[src/rtl/riscv_configs.v]
// rtl/riscv_configs.v - global RV32I datapath width and funct3 access-width codes
`ifndef RISCV_CONFIGS_V
`define RISCV_CONFIGS_V
`define XLEN      32
`define FUNCT3_B  3'b000
`define FUNCT3_H  3'b001
`define FUNCT3_W  3'b010
`define FUNCT3_BU 3'b100
`define FUNCT3_HU 3'b101
`endif

[src/rtl/riscv_load_store_unit_pkg.sv]
// rtl/riscv_load_store_unit_pkg.sv - access decode and store lane-steering helpers
`include "riscv_configs.v"

package riscv_load_store_unit_pkg;

    function automatic logic width_illegal(input logic is_load, input logic [2:0] funct3);
        if (is_load)
            return (funct3 == 3'b011) || (funct3[2:1] == 2'b11);
        else
            return funct3 > `FUNCT3_W;
    endfunction

    // Only the size bits matter here; signedness has no bearing on alignment.
    function automatic logic addr_misaligned(input logic [1:0] size, input logic [1:0] addr_lo);
        case (size)
            2'b01:   return addr_lo[0];
            2'b10:   return addr_lo != 2'b00;
            default: return 1'b0;
        endcase
    endfunction

    function automatic logic [3:0] store_be(input logic [1:0] size, input logic [1:0] addr_lo);
        case (size)
            2'b00:   return 4'b0001 << addr_lo;
            2'b01:   return addr_lo[1] ? 4'b1100 : 4'b0011;
            default: return 4'b1111;
        endcase
    endfunction

    function automatic logic [`XLEN-1:0] store_data(input logic [1:0] size, input logic [`XLEN-1:0] wdata);
        case (size)
            2'b00:   return {(`XLEN/8){wdata[7:0]}};
            2'b01:   return {(`XLEN/16){wdata[15:0]}};
            default: return wdata;
        endcase
    endfunction

endpackage

[src/rtl/riscv_load_align.sv]
// rtl/riscv_load_align.sv - load byte-lane select with sign/zero extension
`include "riscv_configs.v"

module riscv_load_align
    import riscv_load_store_unit_pkg::*;
(
    input  logic [`XLEN-1:0] rdata,
    input  logic [1:0]       offset,
    input  logic [2:0]       funct3,
    output logic [`XLEN-1:0] result
);

    logic [7:0]  lane_b;
    logic [15:0] lane_h;

    always_comb begin
        lane_b = rdata[{offset, 3'b000} +: 8];
        lane_h = offset[1] ? rdata[31:16] : rdata[15:0];
        case (funct3)
            `FUNCT3_B:  result = {{(`XLEN-8){lane_b[7]}}, lane_b};
            `FUNCT3_BU: result = {{(`XLEN-8){1'b0}}, lane_b};
            `FUNCT3_H:  result = {{(`XLEN-16){lane_h[15]}}, lane_h};
            `FUNCT3_HU: result = {{(`XLEN-16){1'b0}}, lane_h};
            default:    result = rdata;
        endcase
    end

endmodule

[src/rtl/riscv_load_store_unit.sv]
// rtl/riscv_load_store_unit.sv - RV32I memory stage: bus access, alignment, timeout
`include "riscv_configs.v"

module riscv_load_store_unit
    import riscv_load_store_unit_pkg::*;
#(
    parameter int unsigned TIMEOUT_CYCLES = 255
) (
    input  logic             i_clk,
    input  logic             i_rst,
    input  logic             i_valid,
    output logic             o_ready,
    input  logic             i_flush,
    input  logic             i_mem_read,
    input  logic             i_mem_write,
    input  logic [2:0]       i_funct3,
    input  logic [`XLEN-1:0] i_addr,
    input  logic [`XLEN-1:0] i_wdata,
    input  logic [4:0]       i_rd,
    input  logic             i_rd_we,
    output logic             o_dmem_req,
    output logic             o_dmem_we,
    output logic [`XLEN-1:0] o_dmem_addr,
    output logic [3:0]       o_dmem_be,
    output logic [`XLEN-1:0] o_dmem_wdata,
    input  logic             i_dmem_ack,
    input  logic [`XLEN-1:0] i_dmem_rdata,
    output logic             o_valid,
    output logic [`XLEN-1:0] o_result,
    output logic [4:0]       o_rd,
    output logic             o_rd_we,
    output logic             o_misaligned,
    output logic             o_illegal,
    output logic             o_bus_err
);

    localparam int CW = $clog2(TIMEOUT_CYCLES + 1);

    typedef enum logic {IDLE = 1'b0, BUSY = 1'b1} state_t;

    state_t          state, state_next;
    logic [CW-1:0]   cnt;
    logic [2:0]      ld_funct3;
    logic [1:0]      ld_offset;
    logic [4:0]      ld_rd;
    logic            ld_is_load;
    logic [`XLEN-1:0] ld_result;

    logic is_mem, accept, illegal, misaligned, start_bus, timeout, done;

    assign is_mem     = i_mem_read | i_mem_write;
    assign accept     = o_ready & i_valid & ~i_flush;
    assign illegal    = width_illegal(i_mem_read, i_funct3);
    assign misaligned = addr_misaligned(i_funct3[1:0], i_addr[1:0]);
    assign start_bus  = accept & is_mem & ~illegal & ~misaligned;
    // A late ack in the final allowed cycle still completes the access.
    assign timeout    = (state == BUSY) & ~i_dmem_ack & (cnt == CW'(TIMEOUT_CYCLES));
    assign done       = (state == BUSY) & (i_dmem_ack | timeout);
    assign o_ready    = (state == IDLE);

    riscv_load_align u_align (
        .rdata  (i_dmem_rdata),
        .offset (ld_offset),
        .funct3 (ld_funct3),
        .result (ld_result)
    );

    always_ff @(posedge i_clk) begin
        if (i_rst) state <= IDLE;
        else       state <= state_next;
    end

    always_comb begin
        state_next = state;
        case (state)
            IDLE:    if (start_bus) state_next = BUSY;
            BUSY:    if (done)      state_next = IDLE;
            default: state_next = IDLE;
        endcase
    end

    always_ff @(posedge i_clk) begin
        if (i_rst) begin
            cnt          <= '0;
            o_dmem_req   <= 1'b0;
            o_dmem_we    <= 1'b0;
            o_dmem_addr  <= '0;
            o_dmem_be    <= 4'b0000;
            o_dmem_wdata <= '0;
            ld_funct3    <= 3'b000;
            ld_offset    <= 2'b00;
            ld_rd        <= 5'd0;
            ld_is_load   <= 1'b0;
        end else if (start_bus) begin
            cnt          <= '0;
            o_dmem_req   <= 1'b1;
            o_dmem_we    <= ~i_mem_read;
            o_dmem_addr  <= {i_addr[`XLEN-1:2], 2'b00};
            o_dmem_be    <= store_be(i_funct3[1:0], i_addr[1:0]);
            o_dmem_wdata <= store_data(i_funct3[1:0], i_wdata);
            ld_funct3    <= i_funct3;
            ld_offset    <= i_addr[1:0];
            ld_rd        <= i_rd;
            ld_is_load   <= i_mem_read;
        end else if (done) begin
            o_dmem_req   <= 1'b0;
        end else if (state == BUSY) begin
            cnt          <= cnt + CW'(1);
        end
    end

    always_ff @(posedge i_clk) begin
        if (i_rst) begin
            o_valid      <= 1'b0;
            o_result     <= '0;
            o_rd         <= 5'd0;
            o_rd_we      <= 1'b0;
            o_misaligned <= 1'b0;
            o_illegal    <= 1'b0;
            o_bus_err    <= 1'b0;
        end else begin
            o_valid      <= 1'b0;
            o_rd_we      <= 1'b0;
            o_misaligned <= 1'b0;
            o_illegal    <= 1'b0;
            o_bus_err    <= 1'b0;
            if (accept && !start_bus) begin
                o_valid <= 1'b1;
                o_rd    <= i_rd;
                if (!is_mem) begin
                    o_result <= i_addr;
                    o_rd_we  <= i_rd_we;
                end else begin
                    o_result     <= '0;
                    o_illegal    <= illegal;
                    o_misaligned <= ~illegal & misaligned;
                end
            end else if (done) begin
                o_valid   <= 1'b1;
                o_rd      <= ld_rd;
                o_result  <= (i_dmem_ack && ld_is_load) ? ld_result : '0;
                o_rd_we   <= i_dmem_ack & ld_is_load;
                o_bus_err <= timeout;
            end
        end
    end

endmodule

[config.mk]
export PLATFORM = sky130hd
export DESIGN_NAME = riscv_load_store_unit
export DESIGN_NICKNAME = d
export VERILOG_FILES = /design/src/rtl/riscv_load_store_unit_pkg.sv /design/src/rtl/riscv_load_align.sv /design/src/rtl/riscv_load_store_unit.sv
export VERILOG_INCLUDE_DIRS = /design/src /design/src/rtl
export SDC_FILE = /design/constraint.sdc
export NUM_CORES = 1
export LEC_CHECK = 0
export CORE_MARGIN = 8
export CORE_UTILIZATION = 40
export CTS_CLUSTER_DIAMETER = 80
export DETAILED_ROUTE_END_ITERATION = 10
export GPL_ROUTABILITY_DRIVEN = 1
export PLACE_DENSITY = 0.72
export SLEW_MARGIN = 15
export SYNTH_ARGS = -nofsm -noshare
export SYNTH_HDL_FRONTEND = slang
export SYNTH_HIERARCHICAL = 1
export SYNTH_SLANG_ARGS = --single-unit
[constraint.sdc]
create_clock -name i_clk -period 5.1 [get_ports i_clk]
set_input_delay 1.02 -clock i_clk [delete_from_list [all_inputs] [get_ports i_clk]]
set_output_delay 1.02 -clock i_clk [all_outputs]
set_load 0.02 [all_outputs]
==> Word level (Yosys, flattened, before mapping) <==
Index checks and enable logic that the tools add are counted.
{ "totals": {"regBits": 130, "inputBits": 112, "elab_cells": 87} }
{ "classes": {"n_addsub": 1, "magnitude_cmp": 1, "eq_ne": 8, "shifts": 2, "mux": 23, "bitwise_logic": 21, "reduce_logical": 13} }
{ "ops": {"columns": ["cell", "count"], "rows": [
  ["2-to-1 mux 32 bit", 4],
  ["case mux 32 bit (4 select lines)", 1],
  ["case mux 32 bit (2 select lines)", 1],
  ["variable part select 32 x 6 -> 8 bit", 1],
  ["2-to-1 mux 16 bit", 1],
  ["bitwise AND 1 bit", 10],
  ["2-to-1 mux 1 bit", 10],
  ["2-to-1 mux 5 bit", 2],
  ["NOT 1 bit", 9],
  ["adder 8 x 1 -> 8 bit (second input constant)", 1],
  ["equality test 8 bit (second input constant)", 1],
  ["case mux 4 bit (2 select lines)", 1],
  ["equality test 3 bit (second input constant)", 2],
  ["nonzero test 2 bit", 3],
  ["OR reduction 3 bit", 2],
  ["equality test 2 bit (second input constant)", 2],
  ["2-to-1 mux 4 bit", 1],
  ["case mux 1 bit (2 select lines)", 2],
  ["left shift 1 x 2 -> 4 bit (first input constant)", 1],
  ["equality test 3 x 1 -> 1 bit (second input constant)", 1],
  ["equality test 3 x 2 -> 1 bit (second input constant)", 1],
  ["greater-than comparator 3 x 2 -> 1 bit (second input constant)", 1],
  ["zero test 3 bit", 1],
  ["equality test 2 x 1 -> 1 bit (second input constant)", 1],
  ["7 further kinds", 9]
]} }

==> Depth between registers and ports, before layout <==
{ "logic_depth": {"ltp_word": 10, "depth_mapped": 10, "mapped_depth_nobuf": 7} }

==> Hierarchy <==
Netlist, hierarchy kept.
{ "by_module_without_submodules": {"columns": ["module", "n_inst", "cells_each", "area_per_inst_um2", "seq_area_each_um2"], "rows": [
  ["riscv_load_store_unit", 1, 659, 5698.0, 2602.5],
  ["riscv_load_align", 1, 96, 845.8, 0.0]
]} }

==> Worst setup path after synthesis <==
No wires, ideal clock.
{ "synth_timing": {"path_kind": "input to register", "startpoint": "in i_funct3[1]", "endpoint": "reg o_result[26]", "setup_ns": 0.103, "t_arrival_ns": 2.517, "t_required_ns": 4.997, "path_slack_ns": 2.479, "path_stages": 9, "path_cell_list": "inv_1 ha_1 o211a_1 a31oi_1 and3_1 buf_2 buf_2 a211oi_1 a2111oi_2"} }
{ "synth_between": {"elab_chain_cells": 9, "word_cells_on_any_way": 16, "cone_classes": "order compare (1); eq/ne (4); mux (3); bitwise (4); reduce/logical (4)"} }
{ "synth_rtl": {"columns": ["element", "line_no", "text"], "rows": [
  ["from (decl)", "riscv_load_store_unit.sv:16", "input logic [2:0] i_funct3,"],
  ["parallel branches: the longest is 5 deep, another holds greater-than comparator 3 x 2 -> 1 bit", null, null],
  ["bitwise AND 1 bit (*)", "riscv_load_store_unit.sv:55", "assign start_bus = accept & is_mem & ~illegal & ~misaligned;"],
  ["zero test 1 bit (*)", "riscv_load_store_unit.sv:127", "if (accept && !start_bus) begin"],
  ["logical AND 1 bit (*)", "riscv_load_store_unit.sv:127", null],
  ["2-to-1 mux 32 bit or nonzero test 2 bit (tied branches)", null, null],
  ["to (signal assigned)", "riscv_load_store_unit.sv:131", "o_result <= i_addr;"],
  ["to (signal assigned)", "riscv_load_store_unit.sv:141", "o_result <= (i_dmem_ack && ld_is_load) ? ld_result : '0;"],
  ["to (decl)", "riscv_load_store_unit.sv:29", "output logic [`XLEN-1:0] o_result,"]
]} }
Every way passes the cells marked *.
A chain may end at the register's enable or synchronous reset.

==> Worst setup path after layout <==
{ "layout_timing": {"startpoint": "in i_funct3[1]", "endpoint": "reg o_result[4]"} }
Same word-level chain as after synthesis.

==> flow_summary.ini <==
[global_routing]
antenna_found_initial = 0
grt_max_degree = 92
grt_usage_pct = 21.2
grt_pass1_wl_um = 33900
overflow = 0
grt_pass1_vias = 6125

[synthesis]
yosysTopAreaCell = dfxtp_1
synth-async-reset-ratio_pct = 0
ys_ff_latch = 130
synth_warnings = 6
synth-edff-count = 0
ys_seq_area_share_pct = 39.8
avgSynthCellArea_sq_um = 8.67
synth_flop_cell = dfxtp_1
yosys.area.top_type_share_pct = 39.8
yosysUniqueCellTypes = 58
yosys-top-cells-area = dfxtp_1, a21oi_1, nand2_1, a2111oi_2, a211oi_1
syn_inst = 755
syn_area_sq_um = 6540

[timing]
tightest_slew_ns = 1.15
hold_viol_final = 0
fmax_ghz = 0.268
finalCritPeriodShare_pct = 73.1
fin_crit_ns = 3.73
fin_skew_ns = 0.00882
rsz0062_at_grt = false
slew_headroom_pct = 23.0
drv_slew = 0
tns_ns = 0
whs_ns = 0.452
setup_violations = 0

[critical_path]
critPathArrivalTime_ns = 4.03
reg2reg_depth = 5
crit_fanout = 28
critPathCaptureType = flip-flop
ff2ff_setup_slack_ns = 2.21
cp_cell_sequence = clkdlybuf4s50_1 -> inv_1 -> ha_1 -> o211a_1 -> a31oi_1 -> and3_2 -> buf_4 -> a211oi_1 -> a2111oi_0
slowest_delay_ns = 0.58
crit_start = i_funct3[1]
worst_path_max_delay_cell = clkdlybuf4s50_1
startpoint_type = input port
reg2reg_from = ld_funct3[1]
critPathKind = input port to flip-flop
r2r-end = o_result[5]
worstPathRequired_ns = 5.40

[cts]
post_cts_resized = 0
post_cts_buffers = 0
clock_sinks = 130
clk_pin_slew_ns = 0.06
htree_levels = 4
cts_inserted_buffers = 17
cts_tree = built
clock_path_buffers = 2
clock-root-buffer = clkbuf_16
clk_latency_ns = 0.42
ctsHoldBuffers = 0

[min_path]
hp-start = ld_is_load
min_path_type = flip-flop to flip-flop
min_to = ld_is_load
min_path_cells = 2

[route]
wl_per_cell_um = 19.3
ant_nets = 0
wl_um = 22500
drt_iter0_drc = 471
drc = 0
viasPerCell = 5.40
first_pass_iters = 5
vias = 6285

[cells_and_area]
num-fill-cells = 1410
regArea_sq_um = 2600
fin_nets = 1051
multi_input_area_sq_um = 3460
layout-drive-gt1-share_pct = 10.8
antenna_cells = 0
design_area_sq_um = 9430
area.growth.synth_to_final_pct = 44.1

[placement]
hpwl_um = 16200
placedInstanceArea_sq_um = 8780
gp_congestion = 0.832
portBuffers = 222

[die]
start_util_pct = 41.0
die_area_sq_um = 20700
rows = 46
io_pins = 225
core_area_sq_um = 15900
die_w_um = 144
die_h_um = 144

[run_status]
outcome = complete, no violations

[power_and_ir_drop]
leakage_nw = 3.25
peakVddDrop_uv = 242
powerDensity_nw_per_um2 = 316

[flow_run]
maxCapViolCount = 0
==> area by class of cell <==
type	instances	area share, %
Sequential cell	130	27.6
Multi-Input combinational cell	513	36.7
Clock buffer	18	4.66
Clock inverter	14	2.24
Timing Repair Buffer	230	24.3
Inverter	42	1.67
Tap cell	216	2.87
==> report_power, final <==
group | switching, W | internal, W
registers | 0.0000300 | 0.00106
clock network | 0.000464 | 0.000878
logic | 0.000288 | 0.000257
==> flip-flops by register name, summed over array words and instances, names as in the netlist <==
signal	cells
o_dmem_we	1
cnt	8
o_bus_err	1
o_misaligned	1
o_dmem_be	4
ld_offset	2
o_valid	1
state	1
o_rd_we	1
ld_funct3	3
o_dmem_wdata	32
ld_rd	5
o_rd	5
o_dmem_addr	30
o_illegal	1
o_result	32
ld_is_load	1
o_dmem_req	1
==> synth_stat cells (5+ instances only) <==
library cell,count
a221o_1,6
ha_1,5
clkbuf_1,39
nor2_1,38
inv_1,40
o221ai_1,5
mux2i_1,12
a211oi_1,51
a22o_1,10
a311oi_1,11
o311a_1,5
a2111oi_2,29
nand2_1,126
a2bb2oi_1,6
o21ai_0,8
nor3_1,19
nor2b_1,11
buf_4,8
buf_6,6
dfxtp_1,130
a2bb2oi_2,14
buf_2,17
a21oi_1,99
==> through the flow <==
stage / total power (W) / util, % / setup WS [ns] / instances
after floorplan: 0.00141 / - / 2.48 / 756
after global placement: 0.00166 / 55.1 / 1.07 / 1131
after detailed placement: 0.00166 / 55.1 / 0.983 / 1131
after CTS: 0.00300 / 59.2 / 1.40 / 1163
after global routing: 0.00309 / 59.2 / 1.15 / 1163
final: 0.00298 / 59.2 / 1.37 / 1163
==> critical path, delay by kind of cell <==
family / cells / cell delay [ns]
AOI/OAI and AO/OA: 4 / 1.09
buffers and inverters: 3 / 1.07
and+or+nand+nor: 1 / 0.47
adders and majority gates: 1 / 0.36
==> routing by layer <==
metal | wire, um | vias to the layer above | share of wire, % | global-route usage, %
met2 | 10700 | 200 | 48 | 34.3
li1 | - | 3085 | - | -
met4 | 246 | 0 | 1.1 | 6.20
met3 | 1790 | 19 | 8.0 | 7.40
met5 | 0 | - | 0 | 0
met1 | 9700 | 2981 | 43 | 26.0
==> how the worst max path moves through the flow <==
| stage | slack, ns | to | depth (start not counted) |
|---|---|---|---|
| detailed placement | 0.98 | o_result[4] | 9 |
| global route | 1.15 | o_result[4] | 9 |
| floorplan | 2.48 | o_result[26] | 9 |
| finish | 1.37 | o_result[4] | 9 |
| CTS | 1.40 | o_result[4] | 9 |
| global placement | 1.07 | o_result[4] | 8 |
==> cell families after synthesis <==
| group | synth area share (%) |
|---|---|
| adder cells (fa/ha/maj) | 0.956 |
| XOR/XNOR | 0.937 |
| other | 0.0573 |
| multiplexers | 2.75 |
| flip-flops | 39.8 |
| AND/OR/NAND/NOR | 15.1 |
| AO/OA/AOI/OAI | 32.5 |
| buffers and inverters | 7.95 |
==> cells in the final DEF (no fill, tap or decap), types with 6 or more instances in the layout <==
master           netlist  final
a2111oi_2             29     29
a211oi_1              51     51
a21oi_1               99     99
a221o_1                6      6
a22o_1                10     10
a2bb2oi_1              6      6
a2bb2oi_2             14     14
a311oi_1              11     11
buf_4                  8      8
clkbuf_16              0     17
clkdlybuf4s50_1        0    221
dfxtp_1              130    130
inv_1                 40     40
mux2i_1               12     12
nand2_1              126    125
nor2_1                38     38
nor2b_1               11     11
nor3_1                19     19
o21ai_0                8      8
(Power assumes the default switching activity.)
